## src/rtl/dsa_cmd_sequencer.sv

```systemverilog
// DSA slot command sequencer: pops xocc commands, steps the AXI master engine
// through per-chunk read/write transfers and pushes one response word per command.
//
// state    | meaning
// IDLE     | waiting for a queued command
// FETCH    | pop pulse to the command FIFO
// DECODE   | command word valid; latch fields, classify opcode
// RD_ISSUE | init_read pulse for the current chunk
// RD_WAIT  | waiting for rx_done / error / timeout
// WR_ISSUE | init_write pulse for the current chunk (COPY only)
// WR_WAIT  | waiting for tx_done / error / timeout
// NEXT     | chunk done: bump count and addresses
// RSP      | push response once the response FIFO has room
module dsa_cmd_sequencer #(
  parameter int ADDRESS_WIDTH  = 32,
  parameter int DSA0_CMD_WIDTH = 96,
  parameter int DSA0_RSP_WIDTH = 32,
  parameter int CHUNK_BYTES    = 64,
  parameter int TIMEOUT_CYCLES = 4096
) (
  input  logic                      clk,
  input  logic                      rst,
  input  logic [DSA0_CMD_WIDTH-1:0] dsa0_xocc_cmd_in,
  input  logic                      dsa0_cmd_fifo_empty,
  output logic                      dsa0_cmd_fifo_rd_en,
  input  logic                      dsa0_rsp_fifo_full,
  output logic                      dsa0_rsp_fifo_wr_en,
  output logic [DSA0_RSP_WIDTH-1:0] dsa0_xocc_cmd_out,
  output logic [ADDRESS_WIDTH-1:0]  eng_rd_addr,
  output logic [ADDRESS_WIDTH-1:0]  eng_wr_addr,
  output logic                      eng_init_read,
  output logic                      eng_init_write,
  input  logic                      eng_rx_done,
  input  logic                      eng_tx_done,
  input  logic                      eng_error,
  output logic                      busy
);

  localparam logic [3:0] S_IDLE     = 4'd0;
  localparam logic [3:0] S_FETCH    = 4'd1;
  localparam logic [3:0] S_DECODE   = 4'd2;
  localparam logic [3:0] S_RD_ISSUE = 4'd3;
  localparam logic [3:0] S_RD_WAIT  = 4'd4;
  localparam logic [3:0] S_WR_ISSUE = 4'd5;
  localparam logic [3:0] S_WR_WAIT  = 4'd6;
  localparam logic [3:0] S_NEXT     = 4'd7;
  localparam logic [3:0] S_RSP      = 4'd8;

  localparam logic [1:0] ST_OK      = 2'b00;
  localparam logic [1:0] ST_AXI_ERR = 2'b01;
  localparam logic [1:0] ST_ILLEGAL = 2'b10;
  localparam logic [1:0] ST_TIMEOUT = 2'b11;

  localparam logic [7:0] OP_COPY = 8'h01;
  localparam logic [7:0] OP_READ = 8'h02;

  localparam logic [15:0]              TMR_LOAD  = 16'(TIMEOUT_CYCLES - 1);
  localparam logic [ADDRESS_WIDTH-1:0] CHUNK_INC = ADDRESS_WIDTH'(CHUNK_BYTES);

  logic [ADDRESS_WIDTH-1:0] cmd_src, cmd_dst;
  logic [15:0]              cmd_n;
  logic [7:0]               cmd_tag, cmd_op;

  assign cmd_src = dsa0_xocc_cmd_in[ADDRESS_WIDTH-1:0];
  assign cmd_dst = dsa0_xocc_cmd_in[32 +: ADDRESS_WIDTH];
  assign cmd_n   = dsa0_xocc_cmd_in[79:64];
  assign cmd_tag = dsa0_xocc_cmd_in[87:80];
  assign cmd_op  = dsa0_xocc_cmd_in[95:88];

  logic [3:0]                state_q, state_d;
  logic                      is_copy_q, is_copy_d;
  logic [15:0]               n_q, n_d;
  logic [15:0]               cnt_q, cnt_d;
  logic [15:0]               tmr_q, tmr_d;
  logic [7:0]                tag_q, tag_d;
  logic [1:0]                status_q, status_d;
  logic [ADDRESS_WIDTH-1:0]  rd_addr_q, rd_addr_d;
  logic [ADDRESS_WIDTH-1:0]  wr_addr_q, wr_addr_d;
  logic [DSA0_RSP_WIDTH-1:0] rsp_q, rsp_d;
  logic                      wr_en_q, wr_en_d;
  logic                      rd_en_q, init_rd_q, init_wr_q, busy_q;

  always_comb begin
    state_d   = state_q;
    is_copy_d = is_copy_q;
    n_d       = n_q;
    cnt_d     = cnt_q;
    tmr_d     = tmr_q;
    tag_d     = tag_q;
    status_d  = status_q;
    rd_addr_d = rd_addr_q;
    wr_addr_d = wr_addr_q;
    rsp_d     = rsp_q;
    wr_en_d   = 1'b0;
    case (state_q)
      S_IDLE:   if (!dsa0_cmd_fifo_empty) state_d = S_FETCH;
      S_FETCH:  state_d = S_DECODE;
      S_DECODE: begin
        is_copy_d = (cmd_op == OP_COPY);
        n_d       = cmd_n;
        tag_d     = cmd_tag;
        cnt_d     = 16'd0;
        rd_addr_d = cmd_src;
        wr_addr_d = cmd_dst;
        if (cmd_op != OP_COPY && cmd_op != OP_READ) begin
          status_d = ST_ILLEGAL;
          state_d  = S_RSP;
        end else if (cmd_n == 16'd0) begin
          status_d = ST_OK;
          state_d  = S_RSP;
        end else begin
          state_d = S_RD_ISSUE;
        end
      end
      S_RD_ISSUE: begin
        tmr_d   = TMR_LOAD;
        state_d = S_RD_WAIT;
      end
      // error beats a simultaneous done; done beats the final timer tick
      S_RD_WAIT: begin
        if (eng_error) begin
          status_d = ST_AXI_ERR;
          state_d  = S_RSP;
        end else if (eng_rx_done) begin
          state_d = is_copy_q ? S_WR_ISSUE : S_NEXT;
        end else if (tmr_q == 16'd0) begin
          status_d = ST_TIMEOUT;
          state_d  = S_RSP;
        end else begin
          tmr_d = tmr_q - 16'd1;
        end
      end
      S_WR_ISSUE: begin
        tmr_d   = TMR_LOAD;
        state_d = S_WR_WAIT;
      end
      S_WR_WAIT: begin
        if (eng_error) begin
          status_d = ST_AXI_ERR;
          state_d  = S_RSP;
        end else if (eng_tx_done) begin
          state_d = S_NEXT;
        end else if (tmr_q == 16'd0) begin
          status_d = ST_TIMEOUT;
          state_d  = S_RSP;
        end else begin
          tmr_d = tmr_q - 16'd1;
        end
      end
      S_NEXT: begin
        cnt_d     = cnt_q + 16'd1;
        rd_addr_d = rd_addr_q + CHUNK_INC;
        wr_addr_d = wr_addr_q + CHUNK_INC;
        if (cnt_q + 16'd1 == n_q) begin
          status_d = ST_OK;
          state_d  = S_RSP;
        end else begin
          state_d = S_RD_ISSUE;
        end
      end
      S_RSP: begin
        if (!dsa0_rsp_fifo_full) begin
          wr_en_d = 1'b1;
          rsp_d   = DSA0_RSP_WIDTH'({status_q, 6'b0, tag_q, cnt_q});
          state_d = S_IDLE;
        end
      end
      default: state_d = S_IDLE;
    endcase
  end

  // pulse outputs are registered from the next state so they line up with it
  always_ff @(posedge clk or negedge rst) begin
    if (!rst) begin
      state_q   <= S_IDLE;
      is_copy_q <= 1'b0;
      n_q       <= '0;
      cnt_q     <= '0;
      tmr_q     <= '0;
      tag_q     <= '0;
      status_q  <= ST_OK;
      rd_addr_q <= '0;
      wr_addr_q <= '0;
      rsp_q     <= '0;
      wr_en_q   <= 1'b0;
      rd_en_q   <= 1'b0;
      init_rd_q <= 1'b0;
      init_wr_q <= 1'b0;
      busy_q    <= 1'b0;
    end else begin
      state_q   <= state_d;
      is_copy_q <= is_copy_d;
      n_q       <= n_d;
      cnt_q     <= cnt_d;
      tmr_q     <= tmr_d;
      tag_q     <= tag_d;
      status_q  <= status_d;
      rd_addr_q <= rd_addr_d;
      wr_addr_q <= wr_addr_d;
      rsp_q     <= rsp_d;
      wr_en_q   <= wr_en_d;
      rd_en_q   <= (state_d == S_FETCH);
      init_rd_q <= (state_d == S_RD_ISSUE);
      init_wr_q <= (state_d == S_WR_ISSUE);
      busy_q    <= (state_d != S_IDLE);
    end
  end

  assign dsa0_cmd_fifo_rd_en = rd_en_q;
  assign dsa0_rsp_fifo_wr_en = wr_en_q;
  assign dsa0_xocc_cmd_out   = rsp_q;
  assign eng_rd_addr         = rd_addr_q;
  assign eng_wr_addr         = wr_addr_q;
  assign eng_init_read       = init_rd_q;
  assign eng_init_write      = init_wr_q;
  assign busy                = busy_q;

endmodule
```

## config.mk

```make
export PLATFORM = sky130hd
export DESIGN_NAME = dsa_cmd_sequencer
export DESIGN_NICKNAME = d
export VERILOG_FILES = /design/src/rtl/dsa_cmd_sequencer.sv
export SDC_FILE = /design/constraint.sdc
export NUM_CORES = 1
export LEC_CHECK = 0
export ABC_AREA = 0
export CAP_MARGIN = 20
export CORE_MARGIN = 2
export CORE_UTILIZATION = 25
export CTS_CLUSTER_SIZE = 30
export DETAILED_ROUTE_END_ITERATION = 10
export HOLD_SLACK_MARGIN = 0.05
export PLACE_DENSITY_LB_ADDON = 0.1
export SLEW_MARGIN = 20
export SYNTH_ARGS = -nofsm -noshare
export SYNTH_HDL_FRONTEND = slang
export SYNTH_SLANG_ARGS = --single-unit
export TNS_END_PERCENT = 50
```

## constraint.sdc

```tcl
create_clock -name clk -period 3.2 [get_ports clk]
set_input_delay 0.64 -clock clk [delete_from_list [all_inputs] [get_ports clk]]
set_output_delay 0.64 -clock clk [all_outputs]
set_load 0.02 [all_outputs]
```

Yosys cells after proc, flatten, opt, wreduce, memory -nomap -nowiden
Cells that the tools add are included.
{"block": "classes", "n_eq_ne": 23, "shifts": 0, "reduce_logical": 12, "order_cmp": 0, "div_mod_pow": 0, "addsub": 4, "bitwise_logic": 1, "n_mul": 0, "mux": 32}
{"cell": "32-bit one-hot mux with 2 select lines", "n": 2}
{"cell": "16-bit two-way mux", "n": 5}
{"cell": "32-bit by 7-bit adder with 32-bit output, second input constant", "n": 2}
{"cell": "16-bit one-hot mux with 3 select lines", "n": 1}
{"cell": "4-bit two-way mux", "n": 10}
{"cell": "4-bit one-hot mux with 9 select lines", "n": 1}
{"cell": "16-bit zero test", "n": 2}
{"cell": "16-bit one-hot mux with 2 select lines", "n": 1}
{"cell": "4-bit by 3-bit == test with 1-bit output, second input constant", "n": 5}
{"cell": "2-bit two-way mux", "n": 9}
{"cell": "16-bit by 1-bit adder with 16-bit output, second input constant", "n": 1}
{"cell": "16-bit == test", "n": 1}
{"cell": "16-bit by 1-bit subtractor with 16-bit output, second input constant", "n": 1}
{"cell": "4-bit by 2-bit == test with 1-bit output, second input constant", "n": 3}
{"cell": "2-bit inequality test, second input constant", "n": 5}
{"cell": "5-bit AND reduction", "n": 2}
{"cell": "3-bit inequality test, second input constant", "n": 3}
{"cell": "4-bit by 1-bit == test with 1-bit output, second input constant", "n": 2}
{"cell": "8-bit by 1-bit == test with 1-bit output, second input constant", "n": 1}
{"cell": "8-bit by 1-bit inequality test with 1-bit output, second input constant", "n": 1}
{"cell": "8-bit by 2-bit inequality test with 1-bit output, second input constant", "n": 1}
{"cell": "2-bit one-hot mux with 4 select lines", "n": 1}
{"cell": "4-bit nonzero test", "n": 2}
{"cell": "4-bit == test, second input constant", "n": 1}
{"cell": "8 further kinds", "n": 9}
{"block": "word_totals", "out_inout_bits": 101, "latchBits": 0, "rom_bits": 0, "in_bits": 103, "mem_bits_rw": 0, "mem_count": 0, "ff_bits": 158, "elab_cells": 87}

Depth between registers and ports, before layout
Gate-level depths: netlist of the first run.
{"block": "depth", "depth_word": 6, "ltp_mapped": 8, "mapped_depth_nobuf": 8}

Least setup slack after synthesis of the first run
No wires, ideal clock.
{"block": "synth_timing", "path_kind": "flip-flop to flip-flop", "from": "reg cnt_q[0]", "to": "reg init_rd_q (netlist: eng_init_read)", "required_time_ps": 3059, "arrival_ps": 2213, "setup_slack_ps": 846, "n_path_buf": 0, "setup_ps": 140, "period_less_slack_ps": 2354, "stages_incl_launch_ff": 7, "cell_sequence": "dfrtp_1 > ha_1 > xor2_1 > or4_1 > or3b_1 > nor4_2 > o22ai_1"}
{"block": "synth_between", "elab_chain_len": 5}
{"element": "start: declaration", "line_no": "73", "source": "logic [15:0] cnt_q, cnt_d;"}
{"element": "start signal: assignment", "line_no": "194", "source": "cnt_q <= cnt_d;"}
{"element": "16-bit by 1-bit adder with 16-bit output", "line_no": "154", "source": "if (cnt_q + 16'd1 == n_q) begin"}
{"element": "16-bit == test", "line_no": "154"}
{"element": "4-bit two-way mux", "line_no": "154"}
{"element": "4-bit one-hot mux with 9 select lines", "line_no": "95", "source": "case (state_q)"}
{"element": "4-bit by 2-bit == test with 1-bit output", "line_no": "203", "source": "init_rd_q <= (state_d == S_RD_ISSUE);"}
{"element": "end signal: assignment", "line_no": "203"}
{"element": "end: declaration", "line_no": "81", "source": "logic rd_en_q, init_rd_q, init_wr_q, busy_q;"}
No other way between the ends.
A chain may end at the register's enable or synchronous reset.

Final worst setup path of the first run
Ends and elaborated chain as after synthesis.

==> run summary, run 1 <==
status -> finished clean
critical path's largest stage delay -> 0.62 ns
Setup CP Type -> reg2reg
Netlist cell types -> 68
Slew HR -> 36.6%
Layout Skew -> 0.0173 ns
Gate power share -> 40.1%
Max stage delay cell, worst path -> or4_1
clock transition at the registers of the reported paths -> 0.08 ns
VDD IR max -> 0.000383 V
Static Leak -> 4.68 nW
max cap viols -> 0
startpoint types -> flip-flop
fill count -> 3369
Final setup viols -> 0
ys async rst share -> 100%
multi-input logic area -> 3870 um2
Core Region -> 32300 um2
Vert. Die Dim -> 184 um
ys flop type -> dfrtp_1
# DRC -> 0
nets -> 1236
largest net degree at the start of global routing -> 76
worst min path class -> in2async
number of I/O pins -> 204
r2r endpoint -> eng_init_read
WL final -> 26800 um
sw frac -> 39.9%
Synth-to-Final Area Change -> 37.6%
post-DP HPWL -> 18200 um
worst hold margin -> 0.175 ns
post-DR wirelength/cell -> 16.9 um
CP endpoint -> eng_init_read
number of hold buffers added after cts -> 0
Final Hold Violating Endpoints -> 0
clk sinks -> 158
worst skew pair latency -> 0.43 ns
Clock Power Share -> 23.3%
synthesized instance count -> 949
Fmax -> 371 MHz
sequential share of the synthesized area -> 48.7%
YS warnings -> 0
setup TNS -> 0 ns
H-tree depth -> 4
CTS tree -> built
Post-synth EDFFs -> 0
Data required, critical path -> 3.45 ns
clk root buf -> clkbuf_16
Worst-Margin Slew -> 0.950 ns
WP data arrival -> 2.95 ns
drt first pass iters -> 5
crit path from -> cnt_q[0]
part of the power in registers -> 36.6%
FF+latch count, synth -> 158
fin crit share -> 84.2%
first-pass GRT wire length -> 42800 um
Die W -> 184 um
Pwr Density -> 821 nW/um2
post-cts resize count -> 0
Cell Int Power -> 5.52 mW
depth of the most critical reg-to-reg path -> 6
Mapped Area -> 8130 um2
Cell Rows -> 66
r2r startpoint -> cnt_q[0]
Avg Inst Size Synth -> 8.56 um2
input/output buffers -> 197
Post-CTS Setup Bufs -> 0
gpl congestion -> 0.780
total grt overflow -> 0
DR vias -> 7580
total CTS buffers -> 17
Max Slew Vio Count -> 0
RSZ-0062 raised after global routing -> false
Crit Path Max Fanout -> 8
vias in the first global route -> 7535
Starting Density -> 25.2%
Critical Path, Cell by Cell -> ha_1, xor2_1, or4_1, or3b_1, nor4_2, o22ai_1
net switching power -> 3.66 mW
initial antenna violation count -> 1
r2r setup slk -> 0.50 ns
ANT nets after route -> 0
die area -> 34000 um2
vias per inst -> 4.78
GRT Overall Usage -> 16.1%
Crit. End Element -> flip-flop
CTS max path bufs -> 2
post-layout min period -> 2.70 ns
Overall Power -> 9.19 mW
share of cells above drive strength 1 -> 5.87%
Reg area -> 3950 um2
1st-iter DRT viols -> 306
[cell type report]
type	instances	share of cell area [%]
Sequential cell	158	35.4
Multi-Input combinational cell	718	34.6
Timing Repair Buffer	213	18.9
Tap cell	442	4.94
Clock inverter	14	1.55
Inverter	21	0.705
Clock buffer	18	3.84
Antenna cell	1	0.0224
[critical path, delay by kind of cell (launching register included)]
kind | cells | cell delay, ns
adders and majority gates | 1 | 0.36
xor gates and xnor gates | 1 | 0.14
and+or+nand+nor | 3 | 1.43
DFF | 1 | 0.47
AOI/OAI and AO/OA | 1 | 0.13
[layout by cell type, fill, tap and decap left out, drive strengths merged, types with 5 or more instances in the layout]
cell type and instances:
nand2 247, clkdlybuf4s50 196, dfrtp 158, nor2 82
o21ai 57, nand3 37, a21oi 34, inv 26
nor3 23, and3 20, clkbuf 18, buf 17
xnor2 16, xor2 14, nand4 14, nor4 13
o211ai 12, a31oi 12, a221o 12, a211oi 9
or3 8, o22ai 8, a311oi 7, o31ai 7
clkinv 7, o311ai 6, conb 6, or2 6
o32ai 5, and2 5
[state kept, by name, summed over array words and instances (netlist names)]
signal               count
busy                     1
cnt_q                   16
dsa0_cmd_fifo_rd_en      1
dsa0_rsp_fifo_wr_en      1
dsa0_xocc_cmd_out       26
eng_init_read            1
eng_init_write           1
eng_rd_addr             32
eng_wr_addr             32
is_copy_q                1
n_q                     16
state_q                  4
status_q                 2
tag_q                    8
tmr_q                   16
[metal layers]
metal  GRT usage (%)  wire, um
met3            3.85      1330
met5               0         0
met2            25.5     12200
met1            21.9     12800
met4            4.51       451
[logic make-up after synthesis]
family / share of synthesized area (%)
muxes: 0.123
xor gates and xnor gates: 3.23
other: 0.0461
AOI/OAI and AO/OA: 16.6
buffers and inverters: 4.08
adders and majority gates: 0.616
DFF: 48.7
and+or+nand+nor: 26.6
[metrics by stage]
stage | std cells | worst slack (ns) | cell area [um2] | utilization, %
after floorplan | 954 | 0.846 | 8150 | -
after global placement | 1552 | 0.389 | 10600 | 32.8
after detailed placement | 1552 | 0.391 | 10600 | 32.8
after CTS | 1584 | 0.494 | 11200 | 34.6
after global routing | 1585 | 0.314 | 11200 | 34.6
final | 1585 | 0.504 | 11200 | 34.6
[Yosys cell counts (all sizes together) (12+ instances only)]
| cell | count | area share [%] |
|---|---|---|
| dfrtp | 158 | 49 |
| nor3 | 23 | 1.4 |
| buf | 18 | 1.3 |
| xor2 | 14 | 1.5 |
| xnor2 | 16 | 1.7 |
| inv | 20 | 0.92 |
| nor2 | 82 | 3.8 |
| nand4 | 14 | 1.1 |
| clkbuf | 39 | 1.8 |
| nand2 | 247 | 11 |
| a21oi | 34 | 2.1 |
| a221o | 12 | 1.5 |
| o21ai | 57 | 3.5 |
| nand3 | 37 | 2.3 |
| and3 | 20 | 1.5 |
| o211ai | 12 | 1.1 |
| nor4 | 13 | 1.2 |
| a31oi | 12 | 0.92 |
[power groups by stage]
stage / logic (mW) / clock network (mW) / registers, mW
2_1_floorplan: 1.57 / 0 / 3.77
3_3_place_gp: 3.73 / 0 / 3.40
3_5_place_dp: 3.75 / 0 / 3.38
4_1_cts: 3.76 / 2.22 / 3.36
5_1_grt: 4.06 / 2.29 / 3.48
6_report: 3.69 / 2.14 / 3.36
[worst min path at each step]
stage | cells past startpoint | endpoint | startpoint
after CTS | 1 | eng_wr_addr[28] | rst
after global routing | 1 | eng_wr_addr[28] | rst
after detailed placement | 2 | dsa0_xocc_cmd_out[17] | tag_q[1]
after floorplan | 0 | busy | rst
final | 1 | eng_wr_addr[28] | rst
after global placement | 2 | dsa0_xocc_cmd_out[21] | tag_q[5]
Note: power is estimated with default switching activity, not from simulation.
==> inputs of run 2 (changes only) <==
==> constraint.sdc (replaced) <==
create_clock -name clk -period 2.3 [get_ports clk]
set_input_delay 0.46 -clock clk [delete_from_list [all_inputs] [get_ports clk]]
set_output_delay 0.46 -clock clk [all_outputs]
set_load 0.02 [all_outputs]
==> run 2 against run 1 <==
  * The run now ends with setup timing left
  * Cell area up 5.7%
  * Routed wire length increased by 1.6%
  * Flip-flop and latch count is the same
  * Global-route usage up 0.33 points
  * Sequential share of layout area decreased by 1.9 points
  * Die area stayed put
  * Final cell count up 4.2%
==> run summary, run 2 (same netlist as run 1, synthesis figures left out) <==
post-DP HPWL -> 19000 um
Worst-Margin Slew -> 0.688 ns
Fmax -> 430 MHz
CTS tree -> built
nets -> 1307
vias per inst -> 4.69
total CTS buffers -> 17
worst min path class -> reg2reg
clk root buf -> clkbuf_16
startpoint types -> flip-flop
Die W -> 184 um
setup TNS -> -0.0300 ns
max cap viols -> 0
Crit. End Element -> flip-flop
Slew HR -> 54.1%
total grt overflow -> 0
worst path bufs/invs -> 1
drt first pass iters -> 5
die area -> 34000 um2
CTS max path bufs -> 2
Core Region -> 32300 um2
Max Slew Vio Count -> 0
Pwr Density -> 1100 nW/um2
worst skew pair latency -> 0.43 ns
fill count -> 3315
failing checks -> setup timing
gpl congestion -> 0.801
Final setup viols -> 2
Data required, critical path -> 2.65 ns
share of cells above drive strength 1 -> 12.3%
DR vias -> 7743
clk sinks -> 158
vias in the first global route -> 7643
GRT Overall Usage -> 16.4%
Critical Path, Cell by Cell -> inv_2, ha_4, or3b_4, nor4_4, a211o_4, a2111o_1, or4_4, a21oi_2
most frequent cells in the layout -> nand2_1, clkdlybuf4s50_1, dfrtp_1
number of I/O pins -> 204
Final Worst Setup Slack -> -0.0271 ns
post-DR wirelength/cell -> 16.5 um
Final Hold Violating Endpoints -> 0
1st-iter DRT viols -> 403
Synth-to-Final Area Change -> 45.5%
RSZ-0062 raised after global routing -> true
WP data arrival -> 2.68 ns
Setup WS pre-CTS -> -0.335 ns
VDD IR max -> 0.000573 V
# DRC -> 0
Static Leak -> 5.05 nW
largest net degree at the start of global routing -> 75
first-pass GRT wire length -> 43400 um
Util after Layout -> 36.6%
H-tree depth -> 4
CP top delay family -> compound AO/OA/AOI/OAI gates
post-layout min period -> 2.33 ns
input/output buffers -> 197
Layout Skew -> 0.0160 ns
clock transition at the registers of the reported paths -> 0.06 ns
commonest non-fill, non-tap cell in the layout -> nand2_1
fin area -> 11800 um2
WL final -> 27300 um
Setup CP Type -> reg2reg
critical path's largest stage delay -> 0.48 ns
Max stage delay cell, worst path -> a2111o_1
Vert. Die Dim -> 184 um
initial antenna violation count -> 0
status -> complete, but fails checks
Starting Density -> 25.2%
placed inst area -> 11100 um2
fin crit share -> 101%
Inserted Diodes -> 0
ANT nets after route -> 0
Crit Path Max Fanout -> 4
Cell Rows -> 66
-- run 2: cell types whose count changed in the layout (fill, tap and decap cells not counted), moves of 3 or more --
cell / before / now
o21ai_1: 2 / 6
buf_4: 14 / 79
o21ai_0: 55 / 51
buf_12: 2 / 7
inv_6: 4 / 1
-- run 2: area by class of cell --
type	count	area, um2	area share [%]
well taps	442	553	4.68
flip-flops and latches	158	3960	33.5
inverters	21	78.8	0.667
clock inverters	10	116	0.984
multi-input cells	718	3950	33.4
clock buffers	19	453	3.83
repair buffers	284	2720	23.0
-- run 2: repair_timing --
action,4_1_cts,5_1_grt
resized for setup,9,13
cloned,0,0
hold buffers,1,0
setup buffers,3,3
setup endpoints to repair,8,20
endpoints found under the hold margin,45,0
pin swaps,9,8
-- run 2: worst min-delay path, cell delays in order, from the launching register on --
cell,delay [ns]
dfrtp_1,0.34
nand2_1,0.05
nand2_1,0.04
-- run 2: power breakdown --
| group | internal [mW] | switching [mW] | total [mW] |
|---|---|---|---|
| registers | 3.72 | 0.862 | 4.58 |
| clock network | 1.64 | 1.20 | 2.84 |
| logic | 2.60 | 3.00 | 5.60 |
-- run 2: per-layer routing --
metal	vias to the layer above	GRT usage (%)	share of wire, %
met1	3736	22.7	49
met5	-	0	0
met3	10	3.24	4.1
met2	161	26.5	46
met4	0	3.84	0.84
li1	3836	-	-
-- run 2: worst paths after layout --
| kind | startpoint | endpoint | depth (start not counted) | slack (ns) |
|---|---|---|---|---|
| min in group asynchronous | rst | eng_wr_addr[29] | 2 | 0.55 |
| max in group asynchronous | rst | cnt_q[2] | 3 | 1.01 |
| hold / removal | tag_q[1] | dsa0_xocc_cmd_out[17] | 2 | 0.46 |
| setup / recovery | tmr_q[1] | tmr_q[15] | 8 | -0.03 |
| setup reg to reg | tmr_q[1] | tmr_q[15] | 8 | -0.03 |
| hold reg to reg | tag_q[1] | dsa0_xocc_cmd_out[17] | 2 | 0.46 |
-- run 2: through the flow --
step	hold slack [ns]	instances	power, mW
CTS	0.464	1650	13.2
global route	0.485	1652	13.9
finish	0.462	1652	13.0
global placement	0.450	1618	10.2
floorplan	0.164	954	7.45
detailed placement	0.450	1618	10.2
==> inputs of run 3 (changes only) <==
==> constraint.sdc (replaced) <==
create_clock -name clk -period 2.3 [get_ports clk]
set_input_delay 0.46 -clock clk [delete_from_list [all_inputs] [get_ports clk]]
set_output_delay 0.46 -clock clk [all_outputs]
set_load 0.01 [all_outputs]
==> run 3 against run 2 <==
  * The flow still finishes with violations (setup timing)
  * Count of clock-buffer cells in the layout rose by 2
  * Sequential power hardly changed
  * First-iteration DRC count fell by 3.2%
  * Cell area grew 0.94%
  * Routed wire length grew 1.9%
  * Maximum frequency is 0.45% higher
  * Critical path depth fell by 2
  * Via count hardly changed
  * Highest routed layer unchanged
==> run summary, run 3 (same netlist as run 1, synthesis figures left out) <==
Pwr Density -> 1080 nW/um2
nets -> 1308
Inserted Diodes -> 0
r2r setup slk -> -0.02 ns
Crit. End Element -> flip-flop
commonest non-fill, non-tap cell in the layout -> nand2_1
post-DR wirelength/cell -> 16.8 um
post-layout min period -> 2.32 ns
initial antenna violation count -> 0
GRT Overall Usage -> 16.8%
Worst-Margin Slew -> 0.686 ns
Setup CP Type -> reg2reg
max cap viols -> 0
clk sinks -> 158
Layout Skew -> 0.0142 ns
RSZ-0062 raised after global routing -> true
ANT nets after route -> 0
fin crit share -> 101%
CP top delay family -> simple AND/OR/NAND/NOR gates
Max stage delay cell, worst path -> or4_4
share of cells above drive strength 1 -> 12.7%
Die W -> 184 um
Starting Density -> 25.2%
failing checks -> setup timing
startpoint types -> flip-flop
WP data arrival -> 2.60 ns
fin area -> 11900 um2
Vert. Die Dim -> 184 um
number of I/O pins -> 204
post-DP HPWL -> 19200 um
most frequent cells in the layout -> nand2_1, clkdlybuf4s50_1, dfrtp_1
gpl congestion -> 0.796
Util after Layout -> 37.0%
H-tree depth -> 4
Fmax -> 432 MHz
Data required, critical path -> 2.59 ns
Met3 Wirelength -> 1190 um
depth of the most critical reg-to-reg path -> 6
clock transition at the registers of the reported paths -> 0.06 ns
r2r endpoint -> eng_init_read
r2r startpoint -> cnt_q[0]
worst path bufs/invs -> 0
Cell Rows -> 66
CTS max path bufs -> 2
status -> complete, but fails checks
Met2 Wirelength -> 13200 um
drt first pass iters -> 4
Final Hold Violating Endpoints -> 0
Max Slew Vio Count -> 0
WL met1 -> 13100 um
1st-iter DRT viols -> 390
CTS tree -> built
# DRC -> 0
WL final -> 27800 um
input/output buffers -> 197
top layer in use -> met4
Final setup viols -> 2
CP endpoint -> eng_init_read
Synth-to-Final Area Change -> 46.8%
total grt overflow -> 0
Slew HR -> 54.2%
largest net degree at the start of global routing -> 75
clk root buf -> clkbuf_16
vias per inst -> 4.68
total CTS buffers -> 17
Overall Power -> 12.8 mW
Crit Path Max Fanout -> 4
first-pass GRT wire length -> 44400 um
worst min path class -> reg2reg
WP depth -> 6
worst skew pair latency -> 0.43 ns
DR vias -> 7748
Static Leak -> 5.10 nW
die area -> 34000 um2
VDD IR max -> 0.000586 V
crit path from -> cnt_q[0]
Final Worst Setup Slack -> -0.0167 ns
critical path's largest stage delay -> 0.52 ns
Critical Path, Cell by Cell -> ha_4, xor2_1, or4_4, or3b_4, nor4_4, o22ai_1
Core Region -> 32300 um2
vias in the first global route -> 7975
placed inst area -> 11100 um2
==> run 3: changes by cell type in the layout (fill, tap and decap cells not counted), sizes merged <==
cell      before  now
clkbuf        19   21
clkinvlp       2    1
buf           87   88
inv           21   22
bufinv         2    3
==> run 3: through the flow <==
step           setup WS [ns]  instances  hold WS, ns  setup TNS [ns]
6_report             -0.0167       1656        0.465         -0.0173
5_1_grt              -0.0946       1656        0.488          -0.869
4_1_cts              -0.0263       1654        0.467          -0.120
3_5_place_dp          -0.332       1617        0.451           -1.52
3_3_place_gp          -0.327       1617        0.450           -1.26
2_1_floorplan         0.0436        954        0.164               0
==> run 3: how the worst min path moves through the flow <==
stage	from	endpoint	slack (ns)	cells past startpoint
2_1_floorplan	rst	busy	0.16	0
3_3_place_gp	tag_q[4]	dsa0_xocc_cmd_out[20]	0.45	2
3_5_place_dp	tag_q[1]	dsa0_xocc_cmd_out[17]	0.45	2
4_1_cts	tag_q[3]	dsa0_xocc_cmd_out[19]	0.47	2
5_1_grt	tag_q[1]	dsa0_xocc_cmd_out[17]	0.49	2
6_report	tag_q[3]	dsa0_xocc_cmd_out[19]	0.46	2
==> run 3: routing by layer <==
| layer | GRT usage [%] | vias to the layer above |
|---|---|---|
| met2 | 27.9 | 170 |
| met4 | 3.65 | 0 |
| met1 | 22.7 | 3729 |
| met3 | 3.48 | 12 |
| li1 | - | 3837 |
| met5 | 0 | - |
==> run 3: worst min-delay path: stages, from the launching register on <==
cell and delay [ns]:
dfrtp_1 0.34, nand2_1 0.05, nand2_1 0.05
==> run 3: area by class of cell <==
cell class,instances,area [um2]
multi-input combinational,718,3980
clock buffer,21,480
fill,3326,20400
clock inverter,11,155
inverter,21,78.8
timing repair buffer,285,2740
tap,442,553
sequential,158,3960
==> run 3: power by group <==
part	switching, mW	internal [mW]	total [mW]
clock	1.27	1.84	3.11
sequential	0.884	3.72	4.60
combinational	2.51	2.63	5.14
==> run 3: repair_timing <==
action | 4_1_cts | 5_1_grt
gates resized for setup | 12 | 15
buffers inserted | 5 | 5
hold buffers | 1 | 0
pin swaps | 10 | 21
hold endpoints to repair | 45 | 0
setup endpoints to repair | 11 | 22
